### src/rtl/icache_pkg.sv
// Shared constants and types for the direct-mapped instruction cache.
// Memory request type codes and the default line-count exponent live here.
package icache_pkg;

    localparam int         INDEX_BITS_DEFAULT = 6;
    localparam logic [2:0] MEM_TYPE_WORD      = 3'b000;

    typedef enum logic [1:0] {
        ST_IDLE = 2'd0,
        ST_REQ  = 2'd1,
        ST_WAIT = 2'd2
    } icache_state_t;

    function automatic logic [31:0] word_addr(input logic [31:0] pc);
        return {pc[31:2], 2'b00};
    endfunction

endpackage

### src/rtl/icache_if.sv
// Fetch-side and memory-controller-side signals of the instruction cache.
// The slave modport is the cache's view; master is the surrounding system.
interface icache_if;

    logic        fetch_req_in;
    logic [31:0] fetch_pc_in;
    logic        fetch_flush_in;
    logic        icache_ready_out;
    logic        inst_valid_out;
    logic [31:0] inst_out;
    logic [31:0] inst_pc_out;

    logic [31:0] mem_addr_out;
    logic [31:0] mem_data_out;
    logic        mem_r_nw_out;
    logic [2:0]  mem_type_out;
    logic        mem_activate_out;
    logic [31:0] mem_data_in;
    logic        mem_data_available_in;
    logic        icache_block_in;
    logic        io_buffer_full_in;

    modport slave (
        input  fetch_req_in, fetch_pc_in, fetch_flush_in,
        output icache_ready_out, inst_valid_out, inst_out, inst_pc_out,
        output mem_addr_out, mem_data_out, mem_r_nw_out, mem_type_out, mem_activate_out,
        input  mem_data_in, mem_data_available_in, icache_block_in, io_buffer_full_in
    );

    modport master (
        output fetch_req_in, fetch_pc_in, fetch_flush_in,
        input  icache_ready_out, inst_valid_out, inst_out, inst_pc_out,
        input  mem_addr_out, mem_data_out, mem_r_nw_out, mem_type_out, mem_activate_out,
        output mem_data_in, mem_data_available_in, icache_block_in, io_buffer_full_in
    );

endinterface

### src/rtl/icache_array.sv
// Valid/tag/data storage: combinational read on the fetch index, one synchronous
// write port for line fills, valid bits cleared by the asynchronous reset.
module icache_array #(
    parameter int INDEX_BITS = 6,
    parameter int TAG_BITS   = 32 - INDEX_BITS - 2
) (
    input  logic                  clk_in,
    input  logic                  rst_n_in,
    input  logic [INDEX_BITS-1:0] rd_index,
    output logic                  rd_valid,
    output logic [TAG_BITS-1:0]   rd_tag,
    output logic [31:0]           rd_data,
    input  logic                  wr_en,
    input  logic [INDEX_BITS-1:0] wr_index,
    input  logic [TAG_BITS-1:0]   wr_tag,
    input  logic [31:0]           wr_data
);

    localparam int LINES = 1 << INDEX_BITS;

    logic [LINES-1:0]    valid_vec;
    logic [TAG_BITS-1:0] tag_mem  [LINES];
    logic [31:0]         data_mem [LINES];

    genvar gi;
    generate
        for (gi = 0; gi < LINES; gi++) begin : g_valid
            logic v_reg;
            always_ff @(posedge clk_in or negedge rst_n_in) begin
                if (!rst_n_in) begin
                    v_reg <= 1'b0;
                end else if (wr_en && (wr_index == INDEX_BITS'(gi))) begin
                    v_reg <= 1'b1;
                end
            end
            assign valid_vec[gi] = v_reg;
        end
    endgenerate

    // Tag and data contents are meaningless until the valid bit is set, so no reset.
    always_ff @(posedge clk_in) begin
        if (wr_en) begin
            tag_mem[wr_index]  <= wr_tag;
            data_mem[wr_index] <= wr_data;
        end
    end

    assign rd_valid = valid_vec[rd_index];
    assign rd_tag   = tag_mem[rd_index];
    assign rd_data  = data_mem[rd_index];

endmodule

### src/rtl/icache.sv
// Direct-mapped instruction cache: one-cycle hits, single-word refill from the
// shared memory controller on a miss, with flush handling via a sticky drop flag.
module icache
    import icache_pkg::*;
#(
    parameter int INDEX_BITS = INDEX_BITS_DEFAULT
) (
    input  logic     clk_in,
    input  logic     rst_n_in,
    input  logic     rdy_in,
    icache_if.slave  bus
);

    localparam int TAG_BITS = 32 - INDEX_BITS - 2;

    icache_state_t state_reg, state_next;
    logic [31:0]   pc_reg, pc_next;
    logic [31:0]   addr_reg, addr_next;
    logic          drop_reg, drop_next;
    logic          inst_valid_reg, inst_valid_next;
    logic [31:0]   inst_reg, inst_next;
    logic [31:0]   inst_pc_reg, inst_pc_next;
    logic          fill_en;

    logic                  rd_valid;
    logic [TAG_BITS-1:0]   rd_tag;
    logic [31:0]           rd_data;
    logic [INDEX_BITS-1:0] fetch_index;
    logic [TAG_BITS-1:0]   fetch_tag;
    logic                  hit;
    logic                  grant;

    assign fetch_index = bus.fetch_pc_in[INDEX_BITS+1:2];
    assign fetch_tag   = bus.fetch_pc_in[31:INDEX_BITS+2];
    assign hit         = rd_valid && (rd_tag == fetch_tag);

    // A data_available seen while still requesting belongs to the LSB, so it blocks grant.
    assign grant = rdy_in && !bus.icache_block_in && !bus.io_buffer_full_in
                   && !bus.mem_data_available_in;

    icache_array #(
        .INDEX_BITS (INDEX_BITS),
        .TAG_BITS   (TAG_BITS)
    ) u_array (
        .clk_in   (clk_in),
        .rst_n_in (rst_n_in),
        .rd_index (fetch_index),
        .rd_valid (rd_valid),
        .rd_tag   (rd_tag),
        .rd_data  (rd_data),
        .wr_en    (fill_en),
        .wr_index (pc_reg[INDEX_BITS+1:2]),
        .wr_tag   (pc_reg[31:INDEX_BITS+2]),
        .wr_data  (bus.mem_data_in)
    );

    always_ff @(posedge clk_in or negedge rst_n_in) begin
        if (!rst_n_in) begin
            state_reg      <= ST_IDLE;
            pc_reg         <= '0;
            addr_reg       <= '0;
            drop_reg       <= 1'b0;
            inst_valid_reg <= 1'b0;
            inst_reg       <= '0;
            inst_pc_reg    <= '0;
        end else begin
            state_reg      <= state_next;
            pc_reg         <= pc_next;
            addr_reg       <= addr_next;
            drop_reg       <= drop_next;
            inst_valid_reg <= inst_valid_next;
            inst_reg       <= inst_next;
            inst_pc_reg    <= inst_pc_next;
        end
    end

    always_comb begin
        state_next      = state_reg;
        pc_next         = pc_reg;
        addr_next       = addr_reg;
        drop_next       = drop_reg;
        inst_valid_next = rdy_in ? 1'b0 : inst_valid_reg;
        inst_next       = inst_reg;
        inst_pc_next    = inst_pc_reg;
        fill_en         = 1'b0;

        if (rdy_in) begin
            case (state_reg)
                ST_IDLE: begin
                    if (bus.fetch_req_in && !bus.fetch_flush_in) begin
                        if (hit) begin
                            inst_valid_next = 1'b1;
                            inst_next       = rd_data;
                            inst_pc_next    = bus.fetch_pc_in;
                        end else begin
                            pc_next    = bus.fetch_pc_in;
                            addr_next  = word_addr(bus.fetch_pc_in);
                            drop_next  = 1'b0;
                            state_next = ST_REQ;
                        end
                    end
                end
                ST_REQ: begin
                    // A flush coinciding with grant cannot cancel the access; just drop the result.
                    if (grant) begin
                        state_next = ST_WAIT;
                        drop_next  = bus.fetch_flush_in;
                    end else if (bus.fetch_flush_in) begin
                        state_next = ST_IDLE;
                    end
                end
                ST_WAIT: begin
                    if (bus.mem_data_available_in) begin
                        fill_en    = 1'b1;
                        state_next = ST_IDLE;
                        drop_next  = 1'b0;
                        if (!drop_reg && !bus.fetch_flush_in) begin
                            inst_valid_next = 1'b1;
                            inst_next       = bus.mem_data_in;
                            inst_pc_next    = pc_reg;
                        end
                    end else if (bus.fetch_flush_in) begin
                        drop_next = 1'b1;
                    end
                end
                default: state_next = ST_IDLE;
            endcase
        end
    end

    assign bus.icache_ready_out = (state_reg == ST_IDLE);
    assign bus.inst_valid_out   = inst_valid_reg;
    assign bus.inst_out         = inst_reg;
    assign bus.inst_pc_out      = inst_pc_reg;
    assign bus.mem_activate_out = (state_reg == ST_REQ);
    assign bus.mem_addr_out     = addr_reg;
    assign bus.mem_data_out     = 32'h0;
    assign bus.mem_r_nw_out     = 1'b1;
    assign bus.mem_type_out     = MEM_TYPE_WORD;

endmodule

### src/flat_wrapper.sv
// flat-port wrapper written by rule: the top's interface ports become plain ports
module icache_flat import icache_pkg::*;
#(
    parameter int INDEX_BITS = INDEX_BITS_DEFAULT
)
  (clk_in, rst_n_in, rdy_in, bus_fetch_req_in, bus_fetch_pc_in, bus_fetch_flush_in, bus_icache_ready_out, bus_inst_valid_out, bus_inst_out, bus_inst_pc_out, bus_mem_addr_out, bus_mem_data_out, bus_mem_r_nw_out, bus_mem_type_out, bus_mem_activate_out, bus_mem_data_in, bus_mem_data_available_in, bus_icache_block_in, bus_io_buffer_full_in);
  icache_if bus_i ();
  input  logic clk_in;
  input  logic rst_n_in;
  input  logic rdy_in;
  input wire logic [$bits(bus_i.fetch_req_in)-1:0] bus_fetch_req_in;
  input wire logic [$bits(bus_i.fetch_pc_in)-1:0] bus_fetch_pc_in;
  input wire logic [$bits(bus_i.fetch_flush_in)-1:0] bus_fetch_flush_in;
  output wire logic [$bits(bus_i.icache_ready_out)-1:0] bus_icache_ready_out;
  output wire logic [$bits(bus_i.inst_valid_out)-1:0] bus_inst_valid_out;
  output wire logic [$bits(bus_i.inst_out)-1:0] bus_inst_out;
  output wire logic [$bits(bus_i.inst_pc_out)-1:0] bus_inst_pc_out;
  output wire logic [$bits(bus_i.mem_addr_out)-1:0] bus_mem_addr_out;
  output wire logic [$bits(bus_i.mem_data_out)-1:0] bus_mem_data_out;
  output wire logic [$bits(bus_i.mem_r_nw_out)-1:0] bus_mem_r_nw_out;
  output wire logic [$bits(bus_i.mem_type_out)-1:0] bus_mem_type_out;
  output wire logic [$bits(bus_i.mem_activate_out)-1:0] bus_mem_activate_out;
  input wire logic [$bits(bus_i.mem_data_in)-1:0] bus_mem_data_in;
  input wire logic [$bits(bus_i.mem_data_available_in)-1:0] bus_mem_data_available_in;
  input wire logic [$bits(bus_i.icache_block_in)-1:0] bus_icache_block_in;
  input wire logic [$bits(bus_i.io_buffer_full_in)-1:0] bus_io_buffer_full_in;
  assign bus_i.fetch_req_in = bus_fetch_req_in;
  assign bus_i.fetch_pc_in = bus_fetch_pc_in;
  assign bus_i.fetch_flush_in = bus_fetch_flush_in;
  assign bus_icache_ready_out = bus_i.icache_ready_out;
  assign bus_inst_valid_out = bus_i.inst_valid_out;
  assign bus_inst_out = bus_i.inst_out;
  assign bus_inst_pc_out = bus_i.inst_pc_out;
  assign bus_mem_addr_out = bus_i.mem_addr_out;
  assign bus_mem_data_out = bus_i.mem_data_out;
  assign bus_mem_r_nw_out = bus_i.mem_r_nw_out;
  assign bus_mem_type_out = bus_i.mem_type_out;
  assign bus_mem_activate_out = bus_i.mem_activate_out;
  assign bus_i.mem_data_in = bus_mem_data_in;
  assign bus_i.mem_data_available_in = bus_mem_data_available_in;
  assign bus_i.icache_block_in = bus_icache_block_in;
  assign bus_i.io_buffer_full_in = bus_io_buffer_full_in;
  icache #(.INDEX_BITS(INDEX_BITS)) u_core (.clk_in(clk_in), .rst_n_in(rst_n_in), .rdy_in(rdy_in), .bus(bus_i));
endmodule
### config.mk
export PLATFORM = sky130hd
export DESIGN_NAME = icache_flat
export DESIGN_NICKNAME = d
export VERILOG_FILES = /design/src/rtl/icache_pkg.sv /design/src/rtl/icache_if.sv /design/src/rtl/icache_array.sv /design/src/rtl/icache.sv /design/src/flat_wrapper.sv
export SDC_FILE = /design/constraint.sdc
export NUM_CORES = 2
export LEC_CHECK = 0
export ABC_CLOCK_PERIOD_IN_PS = 5900
export BUFFER_PORTS_ARGS = -buffer_cell sky130_fd_sc_hd__buf_4
export CAP_MARGIN = 20
export CORE_ASPECT_RATIO = 1.5
export CORE_MARGIN = 2
export CORE_UTILIZATION = 55
export DETAILED_ROUTE_END_ITERATION = 8
export PLACE_DENSITY = 0.75
export SETUP_SLACK_MARGIN = 0.05
export SLEW_MARGIN = 20
export SYNTH_ARGS = -nofsm -noshare
export SYNTH_HDL_FRONTEND = slang
export SYNTH_SLANG_ARGS = --single-unit
### constraint.sdc
create_clock -name clk_in -period 5.9 [get_ports clk_in]
set_input_delay 0.59 -clock clk_in [delete_from_list [all_inputs] [get_ports clk_in]]
set_output_delay 0.59 -clock clk_in [all_outputs]
set_load 0.01 [all_outputs]
# == After elaboration in Yosys (flattened, before gate mapping) ==
# Memory sizes are Yosys's and may differ from the RTL's.
# Index checks and enable logic that the tools add are counted.
# totals
out_inout_bits,135
regBits,194
n_memories,2
ramBits,3584
word_cells,268
# memory_table
name,words,width,rd,rd_ports_with_merged_regs,wr,line,rtl
u_core.u_array.data_mem,64,32,1,0,1,icache_array.sv:23,logic [31:0] data_mem [LINES];
u_core.u_array.tag_mem,64,24,1,0,1,icache_array.sv:22,logic [TAG_BITS-1:0] tag_mem [LINES];
# op_classes
muxes,36
n_reduce_logical,83
n_eq_ne,74
magnitude_cmp,1
bitwise,1
# op_table
op,count
$mux W32,8
$eq A6 B6 Y1 const B,32
$pmux W32 S2,2
$eq A6 B5 Y1 const B,16
$logic_and A1 B1 Y1,70
$eq A6 B4 Y1 const B,8
$eq A24 B24 Y1,1
$eq A6 B3 Y1 const B,4
$mux W1,17
$eq A6 B2 Y1 const B,2
$reduce_and A6 Y1,2
$mux W2,5
$ne A2 B1 Y1 const B,4
$lt A6 B7 Y1 const B,1
$bmux W1 S6,1
$eq A6 B1 Y1 const B,1
$logic_not A6 Y1,1
$pmux W2 S3,1
$logic_not A1 Y1,5
$reduce_and A5 Y1,1
$ne A2 B2 Y1 const B,2
$reduce_and A4 Y1,1
$ne A3 B2 Y1 const B,1
$ne A3 B3 Y1 const B,1
8 further kinds,8

# == Longest topological paths before layout ==
# logic_depth
word_depth,7
ltp_mapped,19
mapped_depth_nobuf,11

# == Hierarchy ==
# Synthesis repeated with hierarchy kept, for this count alone.
# unflattened
cells_unflattened,6306
area_unflattened_um2,143888.0
# modules_own_cells
mod,area_each_um2,cells_each,instances
icache_array,138022.4,5887,1
icache,5865.6,419,1

# == Worst setup path after synthesis ==
# No wires, ideal clock.
# synth_timing
path_kind,flip-flop to flip-flop
startpoint,register u_core.state_reg[0]
endpoint,register u_core.u_array.g_valid[60].v_reg
n_path_buf,1
setup_slack_ns,-0.006
arrival_time_ns,5.817
path_stages_with_launch,9
cell_sequence,dfrtp_1 inv_1 ha_1 buf_1 nand3_1 nor2_1 nand3_1 nor3_1 or2_2
# synth_via
elab_chain_len,4
# synth_rtl
item,line,rtl
start: declaration,icache.sv:16,"icache_state_t state_reg, state_next;"
start signal: assignment,icache.sv:67,state_reg <= state_next;
$eq A2 B2 Y1,icache.sv:88,case (state_reg)
$mux W1,icache.sv:88,
$mux W1,icache.sv:87,if (rdy_in) begin
$logic_and A1 B1 Y1,icache_array.sv:32,end else if (wr_en && (wr_index == INDEX_BITS'(gi))) begin
end signal: assignment,icache_array.sv:31,v_reg <= 1'b0;
end signal: assignment,icache_array.sv:33,v_reg <= 1'b1;
end: declaration,icache_array.sv:28,logic v_reg;
# Every way passes these cells.
# A chain may end at the register's enable or synchronous reset.

# == Final worst setup path ==
# layout_timing
startpoint,input port bus_fetch_pc_in[2]
endpoint,"register u_core.inst_reg[1], in the netlist u_core.bus.inst_out[1]"
# layout_via
elab_chain_len,5
word_cells_on_any_way,11
# layout_rtl
item,line,rtl
start: declaration,flat_wrapper.sv:12,input wire logic [$bits(bus_i.fetch_pc_in)-1:0] bus_fetch_pc_in;
$mem_v2 Z64 W24 / $bmux W1 S6 (equally long branches),-,
$eq A24 B24 Y1 / $mux W1 (equally long branches),"icache.sv:35, icache_array.sv:48",
$logic_and A1 B1 Y1,icache.sv:35,assign hit = rd_valid && (rd_tag == fetch_tag);
$ne A2 B1 Y1 (no line),-,
$reduce_and A6 Y1 (no line),-,
end signal: assignment,icache.sv:72,inst_reg <= inst_next;
end: declaration,icache.sv:21,"logic [31:0] inst_reg, inst_next;"
# Several ways; a longest one is shown, not always the timed one. The select of a mux whose other input is x is not followed.

==> flow_summary.toml <==
[power_and_ir_drop]
vdd_drop_max_mv = 0.243
p_comb_share_pct = 8.9
power.leakage_nw = 53.3
clkPwrFrac_pct = 36.9
powerDensity_nw_per_um2 = 361
seq_power_share_pct = 54.2
p_switching_mw = 13.9
swShare_pct = 23.6
intPower_mw = 45.1

[yosys]
seq_area_frac_synth_pct = 76.7
yosys_warnings = 0
synth_enable_flop_cells = 3584
syn_area_per_cell_um2 = 22.0
synth-seq-cells = 3748
synth_area_um2 = 146000
synth_cell_type_count = 78
postSynthCellCount = 6617
async_reset_ff_share_pct = 4.38
synth_top_flop_cell = "edfxtp_1"

[status]
outcome = "completed"

[critical_path]
path_common_cell = "buf_12"
crit_path_max_incr_delay_ns = 0.53
crit_fanout = 79
criticalPathCategory = "in -> reg"
cp_num_buf_inv = 5
crit_path_start_kind = "input port"
crit_required_ns = 6.65
endpoint_kind = "flop"
arrival_ns = 5.33
cp_cell_sequence = "buf_16 > buf_12 > mux4_2 > mux2_2 > o21ai_0 > buf_4 > xor2_1 > a21oi_1 > nor4_1 > and4_1 > and4_4 > o211a_4 > buf_12 > buf_12 > mux2_1"
critical-path-top-delay-family = "buffers and inverters"
cpMaxStageDelayCell = "mux4_2"

[global_routing]
grt_pass1_wl_um = 581000
gr-total-overflow = 0
track_usage_pct = 31.1
grt_max_degree = 126
antenna_found_initial = 7
grt_pass1_vias = 75476

[route]
routedWlPerCell_um = 39.0
vias = 74801
drt_iter0_markers = 11996
via_per_inst = 6.93
ant_nets = 0
drtPass1Iterations = 8
routed_wirelength_um = 421000
drc = 0

[cells_and_area]
largest_reg_flops = 2048
area_delta_synth_final_pct = 12.3
finish.utilization_pct = 62.0
nets = 7114
drive_above_1_share_pct = 28.6

[cts]
clock_latency_ns = 0.90
cts_tree = "built"
clk_pin_slew_worst_paths_ns = 0.06
cts_buffer_depth = 4
cts_made_buffers = 328
clock-root-buffer = "clkbuf_16"
cts_sinks = 3748
cts_resized = 0
h-tree-depth = 5

[floorplan]
die_area_um2 = 269000
coreArea_um2 = 264000
initial_core_util_pct = 55.2
num_rows = 231
die_h_um = 634
dieWidth_um = 424
io_pins = 207

[flow_run]
cap_violations = 0

[timing]
min_period_over_period_pct = 77.6
rsz0062_at_grt = "false"
hold_viol_final = 0
finClkSkew_ns = 0.0576
drv_slew = 0
setup_viol = 0
fmax_mhz = 218
tightest_slew_ns = 1.26
slew_headroom_pct = 16.1
layout_min_cycle_time_ns = 4.58
finalSetupTns_ns = 0

[placement]
port_buffers = 168
gp_congestion = 0.869
dp_hpwl_um = 222000

[worst_hold_path]
min_path_type = "in -> reg"
==> per-stage QoR <==
stage / setup slack, ns / area, um^2 / std cells / total power, mW / hold WS (ns)
6_report: 1.32 / 164000 / 10798 / 59.1 / 0.0286
5_1_grt: 1.26 / 164000 / 10794 / 60.4 / 0.0277
4_1_cts: 1.41 / 163000 / 10790 / 59.0 / 0.00175
3_5_place_dp: 0.529 / 153000 / 10183 / 37.7 / 0.443
3_3_place_gp: 0.464 / 153000 / 10181 / 37.5 / 0.433
2_1_floorplan: 0.252 / 146000 / 6653 / 35.1 / 0.294
==> layer usage <==
| layer | routed length, um | GRT usage, % | up-vias | part of all wire, % |
|---|---|---|---|---|
| met1 | 134000 | 37.5 | 38912 | 32 |
| met2 | 210000 | 51.9 | 6108 | 50 |
| met3 | 46800 | 6.49 | 1421 | 11 |
| li1 | - | - | 28354 | - |
| met5 | 39 | 0 | - | 0.0093 |
| met4 | 31200 | 18.9 | 6 | 7.4 |
==> logic make-up after synthesis <==
group | Yosys count | share of synthesized area, %
buf+inv | 458 | 1.87
compound gates | 394 | 1.92
simple gates | 610 | 1.94
flops | 3748 | 76.7
fa+ha+maj | 4 | 0.0344
other cells | 2 | 0.00516
xor+xnor | 23 | 0.138
mux | 1378 | 17.4
==> synth_stat cells, drive strengths merged (3+ instances only) <==
cell | number | area share [%]
ha | 4 | 0.034
nand2b | 14 | 0.060
xor2 | 7 | 0.042
a21oi | 56 | 0.19
xnor2 | 16 | 0.096
mux4 | 890 | 14
o221ai | 4 | 0.024
nor3b | 5 | 0.026
a22oi | 163 | 0.84
a221oi | 20 | 0.12
mux2i | 343 | 2.4
a211oi | 4 | 0.021
a2111oi | 3 | 0.035
and4 | 4 | 0.026
nor2b | 13 | 0.056
nor2 | 255 | 0.66
a31oi | 10 | 0.043
nand3 | 72 | 0.25
and2 | 11 | 0.047
inv | 35 | 0.090
clkbuf | 156 | 0.40
nand4 | 16 | 0.069
dfrtp | 164 | 2.8
edfxtp | 3584 | 74
a22o | 6 | 0.036
o311a | 4 | 0.027
a32oi | 6 | 0.036
nand2 | 115 | 0.30
a32o | 3 | 0.021
nor4 | 9 | 0.043
o21ai | 29 | 0.10
o211ai | 10 | 0.052
or2 | 52 | 0.22
buf | 266 | 1.4
o22ai | 39 | 0.17
nor3 | 18 | 0.062
nand3b | 4 | 0.021
and3 | 12 | 0.052
mux2 | 145 | 1.2
a21o | 16 | 0.082
==> placed cells by master, fill, tap and decap left out, types with 19 or more instances in the layout <==
cell	count
a221oi_1	20
mux4_2	886
clkinv_1	51
dfrtp_1	141
mux2_2	67
a21oi_1	56
dlygate4sd3_1	19
o21ai_0	28
mux2_1	36
buf_4	371
clkbuf_16	339
a22oi_1	163
buf_12	80
o22ai_1	39
inv_1	34
nand3_1	72
nor2_4	60
nand2_1	115
mux2i_1	343
nor2_1	192
dfrtp_2	19
bufinv_16	34
clkinv_2	57
clkbuf_1	62
edfxtp_1	3584
conb_1	38
mux2_4	42
or2_2	52
==> what timing repair did <==
item | in CTS | in global routing
setup buffers | 0 | 0
endpoints found under the hold margin | 88 | 0
hold buffers | 19 | 0
==> area by class of cell <==
cell class,instances,area (um^2)
multi-input cells,2447,31800
clock buffers,411,8850
repair buffers,477,4720
inverters,36,145
fillers,17120,100000
clock inverters,177,1830
diodes,7,17.5
flip-flops and latches,3748,112000
well taps,3495,4370
==> power by group through the flow <==
stage / logic [mW] / registers (mW) / clock network (mW)
after floorplan: 2.33 / 32.8 / 0
after global placement: 4.88 / 32.6 / 0
after detailed placement: 5.06 / 32.6 / 0
after CTS: 5.12 / 32.1 / 21.9
after global routing: 5.47 / 32.1 / 22.8
final: 5.23 / 32.0 / 21.8
==> final timing paths <==
path                                                             start                                            to  slack [ns]  depth (start not counted)
max                                                 bus_fetch_pc_in[2]            u_core.bus.inst_out[1]$_DFFE_PN0P_        1.32                         15
min                                                bus_fetch_pc_in[16]                 u_core.pc_reg[16]$_DFFE_PN0P_        0.03                          2
max reg2reg                   u_core.u_array.tag_mem[49][20]$_DFFE_PP_            u_core.bus.inst_out[1]$_DFFE_PN0P_        1.69                         13
min reg2reg                u_core.u_array.g_valid[6].v_reg$_DFFE_PN0P_   u_core.u_array.g_valid[6].v_reg$_DFFE_PN0P_        0.46                          1
max in group asynchronous                                     rst_n_in            u_core.bus.inst_out[2]$_DFFE_PN0P_        4.49                          3
min in group asynchronous                                     rst_n_in  u_core.u_array.g_valid[33].v_reg$_DFFE_PN0P_        0.25                          2
No activity file was read; power rests on OpenSTA's default activity.
